### config.mk
export PLATFORM = sky130hd
export DESIGN_NAME = alu_mul_sequencer_flat
export DESIGN_NICKNAME = d
export VERILOG_FILES = /design/src/rtl/alu_mul_sequencer_if.sv /design/src/rtl/alu_mul_sequencer.sv /design/src/flat_wrapper.sv
export SDC_FILE = /design/constraint.sdc
export NUM_CORES = 1
export LEC_CHECK = 0
export BUFFER_PORTS_ARGS = -buffer_cell sky130_fd_sc_hd__buf_2
export CELL_PAD_IN_SITES_DETAIL_PLACEMENT = 1
export CELL_PAD_IN_SITES_GLOBAL_PLACEMENT = 1
export CORE_ASPECT_RATIO = 2
export CORE_MARGIN = 1
export CORE_UTILIZATION = 30
export DETAILED_ROUTE_END_ITERATION = 12
export GPL_TIMING_DRIVEN = 0
export HOLD_SLACK_MARGIN = 0.12
export PLACE_DENSITY = 0.76
export SLEW_MARGIN = 15
export SYNTH_ARGS = -nofsm -noshare
export SYNTH_HDL_FRONTEND = slang
export SYNTH_SLANG_ARGS = --single-unit
### constraint.sdc
create_clock -name clk -period 2.01 [get_ports clk]
set_input_delay 0.201 -clock clk [delete_from_list [all_inputs] [get_ports clk]]
set_output_delay 0.201 -clock clk [all_outputs]
set_load 0.005 [all_outputs]
### src/rtl/alu_mul_sequencer_if.sv
// alu_mul_sequencer_if: ALU function codes plus the issue/ALU bundle of the multiply sequencer
// opcodes: ALU function encoding shared with the datapath ALU
// alu_mul_sequencer_if: start/a/b/busy/done/product/overflow toward issue logic,
//   alu_op/alu_op1/alu_op2/alu_result/alu_flags toward the shared ALU
//   slave modport = sequencer side, master modport = issue logic + ALU side
package opcodes;
  typedef enum logic [3:0] {
    FnNOP = 4'd0,
    FnADD = 4'd1,
    FnSUB = 4'd2,
    FnAND = 4'd3,
    FnOR  = 4'd4,
    FnXOR = 4'd5,
    FnLSL = 4'd6,
    FnLSR = 4'd7
  } alu_functions_t;
endpackage

interface alu_mul_sequencer_if;
  import opcodes::*;
  logic           start;
  logic [15:0]    a;
  logic [15:0]    b;
  logic           busy;
  logic           done;
  logic [15:0]    product;
  logic           overflow;
  alu_functions_t alu_op;
  logic [15:0]    alu_op1;
  logic [15:0]    alu_op2;
  logic [15:0]    alu_result;
  logic [3:0]     alu_flags;
  modport slave (
    input  start, a, b, alu_result, alu_flags,
    output busy, done, product, overflow, alu_op, alu_op1, alu_op2
  );
  modport master (
    output start, a, b, alu_result, alu_flags,
    input  busy, done, product, overflow, alu_op, alu_op1, alu_op2
  );
endinterface

### src/rtl/alu_mul_sequencer.sv
// alu_mul_sequencer: 16x16 unsigned shift-and-add multiply sequenced through the shared ALU
// clk/rst: clock, synchronous active-high reset
// bus (slave): start/a/b in, busy/done/product/overflow out; alu_op/alu_op1/alu_op2 out
//   to the ALU, alu_result/alu_flags (bit 1 = carry) back from it in the same cycle
module alu_mul_sequencer
  import opcodes::*;
(
  input logic               clk,
  input logic               rst,
  alu_mul_sequencer_if.slave bus
);
  typedef enum logic [1:0] {IDLE, ADD, SHIFT, DONE} state_t;
  state_t      state, nxt;
  logic [15:0] acc, mcand, mplier, m1;
  logic        ovf, flags_unused;
  assign m1 = mplier >> 1;
  assign flags_unused = &{bus.alu_flags[3:2], bus.alu_flags[0]};
  assign bus.alu_op  = state == ADD ? FnADD : state == SHIFT ? FnLSL : FnNOP;
  assign bus.alu_op1 = state == ADD ? acc : state == SHIFT ? mcand : '0;
  assign bus.alu_op2 = state == ADD ? mcand : '0;
  always_comb begin
    nxt = state == IDLE  ? (bus.start ? (bus.b == '0 ? DONE : bus.b[0] ? ADD : SHIFT) : IDLE)
        : state == ADD   ? (m1 == '0 ? DONE : SHIFT)
        : state == SHIFT ? (m1 == '0 ? DONE : m1[0] ? ADD : SHIFT)
        : IDLE;
  end
  // busy/done are registered from the next state so they line up with the state they describe
  always_ff @(posedge clk) begin
    if (rst) begin
      state        <= IDLE;
      acc          <= '0;
      mcand        <= '0;
      mplier       <= '0;
      ovf          <= 1'b0;
      bus.product  <= '0;
      bus.overflow <= 1'b0;
      bus.busy     <= 1'b0;
      bus.done     <= 1'b0;
    end else begin
      state    <= nxt;
      bus.busy <= nxt != IDLE;
      bus.done <= nxt == DONE;
      case (state)
        IDLE: if (bus.start) begin
          acc    <= '0;
          mcand  <= bus.a;
          mplier <= bus.b;
          ovf    <= 1'b0;
        end
        ADD: begin
          acc <= bus.alu_result;
          ovf <= ovf | bus.alu_flags[1];
        end
        SHIFT: begin
          mcand  <= bus.alu_result;
          mplier <= m1;
          // a multiplicand bit shifted out only matters if a later multiplier bit would add it
          ovf    <= ovf | (mcand[15] & (m1 != '0));
        end
        DONE: begin
          bus.product  <= acc;
          bus.overflow <= ovf;
        end
      endcase
    end
  end
endmodule

### src/flat_wrapper.sv
// flat-port wrapper written by rule: the top's interface ports become plain ports
module alu_mul_sequencer_flat import opcodes::*;
  (clk, rst, bus_start, bus_a, bus_b, bus_alu_result, bus_alu_flags, bus_busy, bus_done, bus_product, bus_overflow, bus_alu_op, bus_alu_op1, bus_alu_op2);
  alu_mul_sequencer_if bus_i ();
  input logic clk;
  input logic rst;
  input wire logic [$bits(bus_i.start)-1:0] bus_start;
  input wire logic [$bits(bus_i.a)-1:0] bus_a;
  input wire logic [$bits(bus_i.b)-1:0] bus_b;
  input wire logic [$bits(bus_i.alu_result)-1:0] bus_alu_result;
  input wire logic [$bits(bus_i.alu_flags)-1:0] bus_alu_flags;
  output wire logic [$bits(bus_i.busy)-1:0] bus_busy;
  output wire logic [$bits(bus_i.done)-1:0] bus_done;
  output wire logic [$bits(bus_i.product)-1:0] bus_product;
  output wire logic [$bits(bus_i.overflow)-1:0] bus_overflow;
  output wire logic [$bits(bus_i.alu_op)-1:0] bus_alu_op;
  output wire logic [$bits(bus_i.alu_op1)-1:0] bus_alu_op1;
  output wire logic [$bits(bus_i.alu_op2)-1:0] bus_alu_op2;
  assign bus_i.start = bus_start;
  assign bus_i.a = bus_a;
  assign bus_i.b = bus_b;
  assign bus_i.alu_result = bus_alu_result;
  assign bus_i.alu_flags = bus_alu_flags;
  assign bus_busy = bus_i.busy;
  assign bus_done = bus_i.done;
  assign bus_product = bus_i.product;
  assign bus_overflow = bus_i.overflow;
  assign bus_alu_op = bus_i.alu_op;
  assign bus_alu_op1 = bus_i.alu_op1;
  assign bus_alu_op2 = bus_i.alu_op2;
  alu_mul_sequencer u_core (.clk(clk), .rst(rst), .bus(bus_i));
endmodule
==> results_dict.tcl <==
set metrics [dict create \
    ys_warn_count 0 \
    worst_pin_slew_ns 0.556 \
    synth.avg_cell_area_sq_um 8.89 \
    critPathLaunchType "flop" \
    instances_no_fill 623 \
    drive_gt1_frac 0.311 \
    synth_top_area_share 0.426 \
    max_clock_freq_ghz 0.517 \
    skew_ns 0.00305 \
    power_mw 3.74 \
    worstPathCellList "inv_1 > ha_1 > buf_6 > buf_12 > nand2_1 > o21ai_0 > buf_2" \
    async_flop_share 0 \
    vias 3167 \
    wl_per_cell_microns 17.4 \
    cts_buffers 9 \
    cts_tree "yes" \
    syn_inst 365 \
    netSwitchingFraction 0.287 \
    synth_ff_type "dfxtp_1" \
    slew_headroom 0.629 \
    seq_area_frac_synth 0.426 \
    p_clk_frac 0.374 \
    hold_violations 0 \
    gp_congestion 0.804 \
    ios 110 \
    cap_violations 0 \
    grt_pass1_vias 3317 \
    cp-end-kind "output pin" \
    grt_usage 0.203 \
    cts_max_level 3 \
    cp.required_ns 1.81 \
    power.density_nw_per_um2 872 \
    drt_iter0_markers 123 \
    outcome "completed" \
    crit_type "flop to output pin" \
    pwr-share-comb 0.201 \
    core-area_sq_um 10500 \
    hpwl_microns 8600 \
    p_sw_mw 1.07 \
    rsz0062_at_grt "no" \
    ys_ff_latch 69 \
    hold_class "input port to flop" \
    antenna_found_initial 0 \
    initial_core_util 0.308 \
    p_int_mw 2.67 \
    clk_path_buf_depth 2 \
    cp_max_fo 19 \
    via_per_inst 5.08 \
    dieArea_sq_um 11300 \
    path_clk_slew_ns 0.05 \
    grt_max_degree 20 \
    dieWidth_microns 75.6 \
    synth_top_area_cell "dfxtp_1" \
    pwr-share-seq 0.426 \
    synth_edf_count 0 \
    max_stage_delay_ns 0.34 \
    nets 541 \
    utilization 0.407 \
    slew_violations 0 \
    drtPass1Iterations 4 \
    grt-ovfl-total 0 \
    wl_microns 10900 \
    vdd.ir_drop.worst_mv 0.523 \
    finalSetupTns_ns 0 \
    leakage_nw 1.85 \
    clock-sinks 69 \
    num_antenna_cells 0 \
    critPathBufInv 4 \
    fin_crit_ns 1.93 \
    root_buffer "clkbuf_16" \
    cpMaxStageDelayCell "dfxtp_2" \
    postRouteAntennaNets 0 \
    syn_to_final_growth_pct 32.3 \
    netlist_area_sq_um 3250 \
    yosys-top-cells-area "dfxtp_1 (43%), mux2i_1 (15%), nor2_1 (7.4%), a211oi_1 (6.7%), nand2_1 (3.9%)" \
    finalSetupViolations 0 \
    path_delay_family "buffers and inverters" \
    grt_first_pass_wirelength_microns 16600 \
    clkLatencyLatePin_ns 0.33 \
    ys_types 31 \
    port_buffers 105 \
    cp.arrival_ns 1.73 \
    drc_errors 0 \
    finalCritPeriodShare 0.962 \
    synth_nets 424 \
    dpl.cell_count 607 \
    row_count 53 \
    die_h_microns 149 \
]
==> repair_timing <==
item,4_1_cts,5_1_grt
gates resized for setup,24,7
buffers inserted,0,2
endpoints found under the setup margin,32,23
pin swaps,0,1
hold buffers,0,0
==> layout make-up <==
class / count / area, sq um
Buffer: 32 / 225
Clock buffer: 13 / 250
Clock inverter: 2 / 10.0
Fill cell: 1291 / 6250
Inverter: 4 / 15.0
Multi-Input combinational cell: 259 / 1700
Sequential cell: 69 / 1380
Tap cell: 137 / 171
Timing Repair Buffer: 107 / 541
==> worst min-delay path, cell delays in order <==
cell     delay (ns)
buf_2          0.09
a22oi_1        0.06
nor2_1         0.07
==> worst paths after layout <==
check                                          start                            endpoint  slack (ns)  cells after the start
hold reg to reg   u_core.bus.product[3]$_SDFFE_PP0N_  u_core.bus.product[3]$_SDFFE_PP0N_        0.50                      2
setup / recovery          u_core.state[0]$_SDFF_PP0_                     bus_alu_op1[11]        0.08                      7
setup reg to reg          u_core.state[1]$_SDFF_PP0_          u_core.acc[5]$_SDFFE_PP0P_        0.13                      7
hold / removal                     bus_alu_result[3]          u_core.acc[3]$_SDFFE_PP0P_        0.13                      3
==> cells in the final DEF, fill, tap and decap left out, types with 2 or more instances in the layout <==
cell type | synthesis | routed
a211oi_1 | 29 | 29
o21ai_0 | 18 | 12
nor2_1 | 64 | 64
ha_1 | 4 | 3
nor4_1 | 3 | 3
and2_1 | 19 | 19
buf_2 | 14 | 115
inv_1 | 4 | 4
buf_4 | 6 | 7
a41oi_1 | 2 | 2
clkbuf_16 | 0 | 9
clkbuf_8 | 0 | 4
dfxtp_1 | 69 | 68
nor4_4 | 3 | 3
mux2i_1 | 48 | 48
buf_6 | 0 | 3
a22oi_1 | 16 | 16
clkbuf_1 | 11 | 9
clkinv_2 | 0 | 2
buf_1 | 2 | 2
nor2b_1 | 4 | 4
nand2_1 | 34 | 34
nor3_1 | 3 | 3
o21ai_1 | 1 | 7
==> cell families (layout without fill, tap and decap cells) <==
group                    Yosys count  in the layout  synth area share
AND/OR/NAND/NOR                  133            133             0.195
AO/OA/AOI/OAI                     73             73             0.160
flip-flops                        69             69             0.426
multiplexers                      48             48             0.148
buffers and inverters             37            158            0.0551
adder cells (fa/ha/maj)            4              4            0.0154
other                              1              1           0.00116
==> through the flow <==
stage,setup slack [ns],hold slack (ns),cell area (sq um)
6_report,0.0763,0.135,4290
5_1_grt,0.00131,0.145,4290
4_1_cts,0.00145,0.126,4260
3_5_place_dp,-0.307,0.471,3940
3_3_place_gp,-0.225,0.460,3940
2_1_floorplan,0.380,0.349,3250
==> metal layers <==
| layer | track usage | wire length [microns] |
|---|---|---|
| met1 | 0.186 | 3830 |
| met3 | 0.0365 | 342 |
| met4 | 0.108 | 443 |
| met2 | 0.395 | 6240 |
| met5 | 0 | 0 |
==> power by group through the flow <==
stage / clock network, mW / registers (mW) / logic [mW]
6_report: 1.40 / 1.59 / 0.751
5_1_grt: 1.49 / 1.61 / 0.821
3_3_place_gp: 0 / 1.61 / 0.695
2_1_floorplan: 0 / 1.59 / 0.474
4_1_cts: 1.43 / 1.59 / 0.745
3_5_place_dp: 0 / 1.62 / 0.722
==> Yosys cell counts, types with 4 or more instances <==
library cell	number
dfxtp_1	69
nor2_1	64
mux2i_1	48
nand2_1	34
a211oi_1	29
and2_1	19
o21ai_0	18
a22oi_1	16
buf_2	14
clkbuf_1	11
buf_4	6
ha_1	4
inv_1	4
nor2b_1	4
==> registers in the layout (all words and copies together) (netlist names), 2 cells and up <==
name	flops
u_core.bus.product	16
u_core.state	2
u_core.acc	16
u_core.mcand	16
u_core.mplier	15
(Power assumes the default switching activity.)
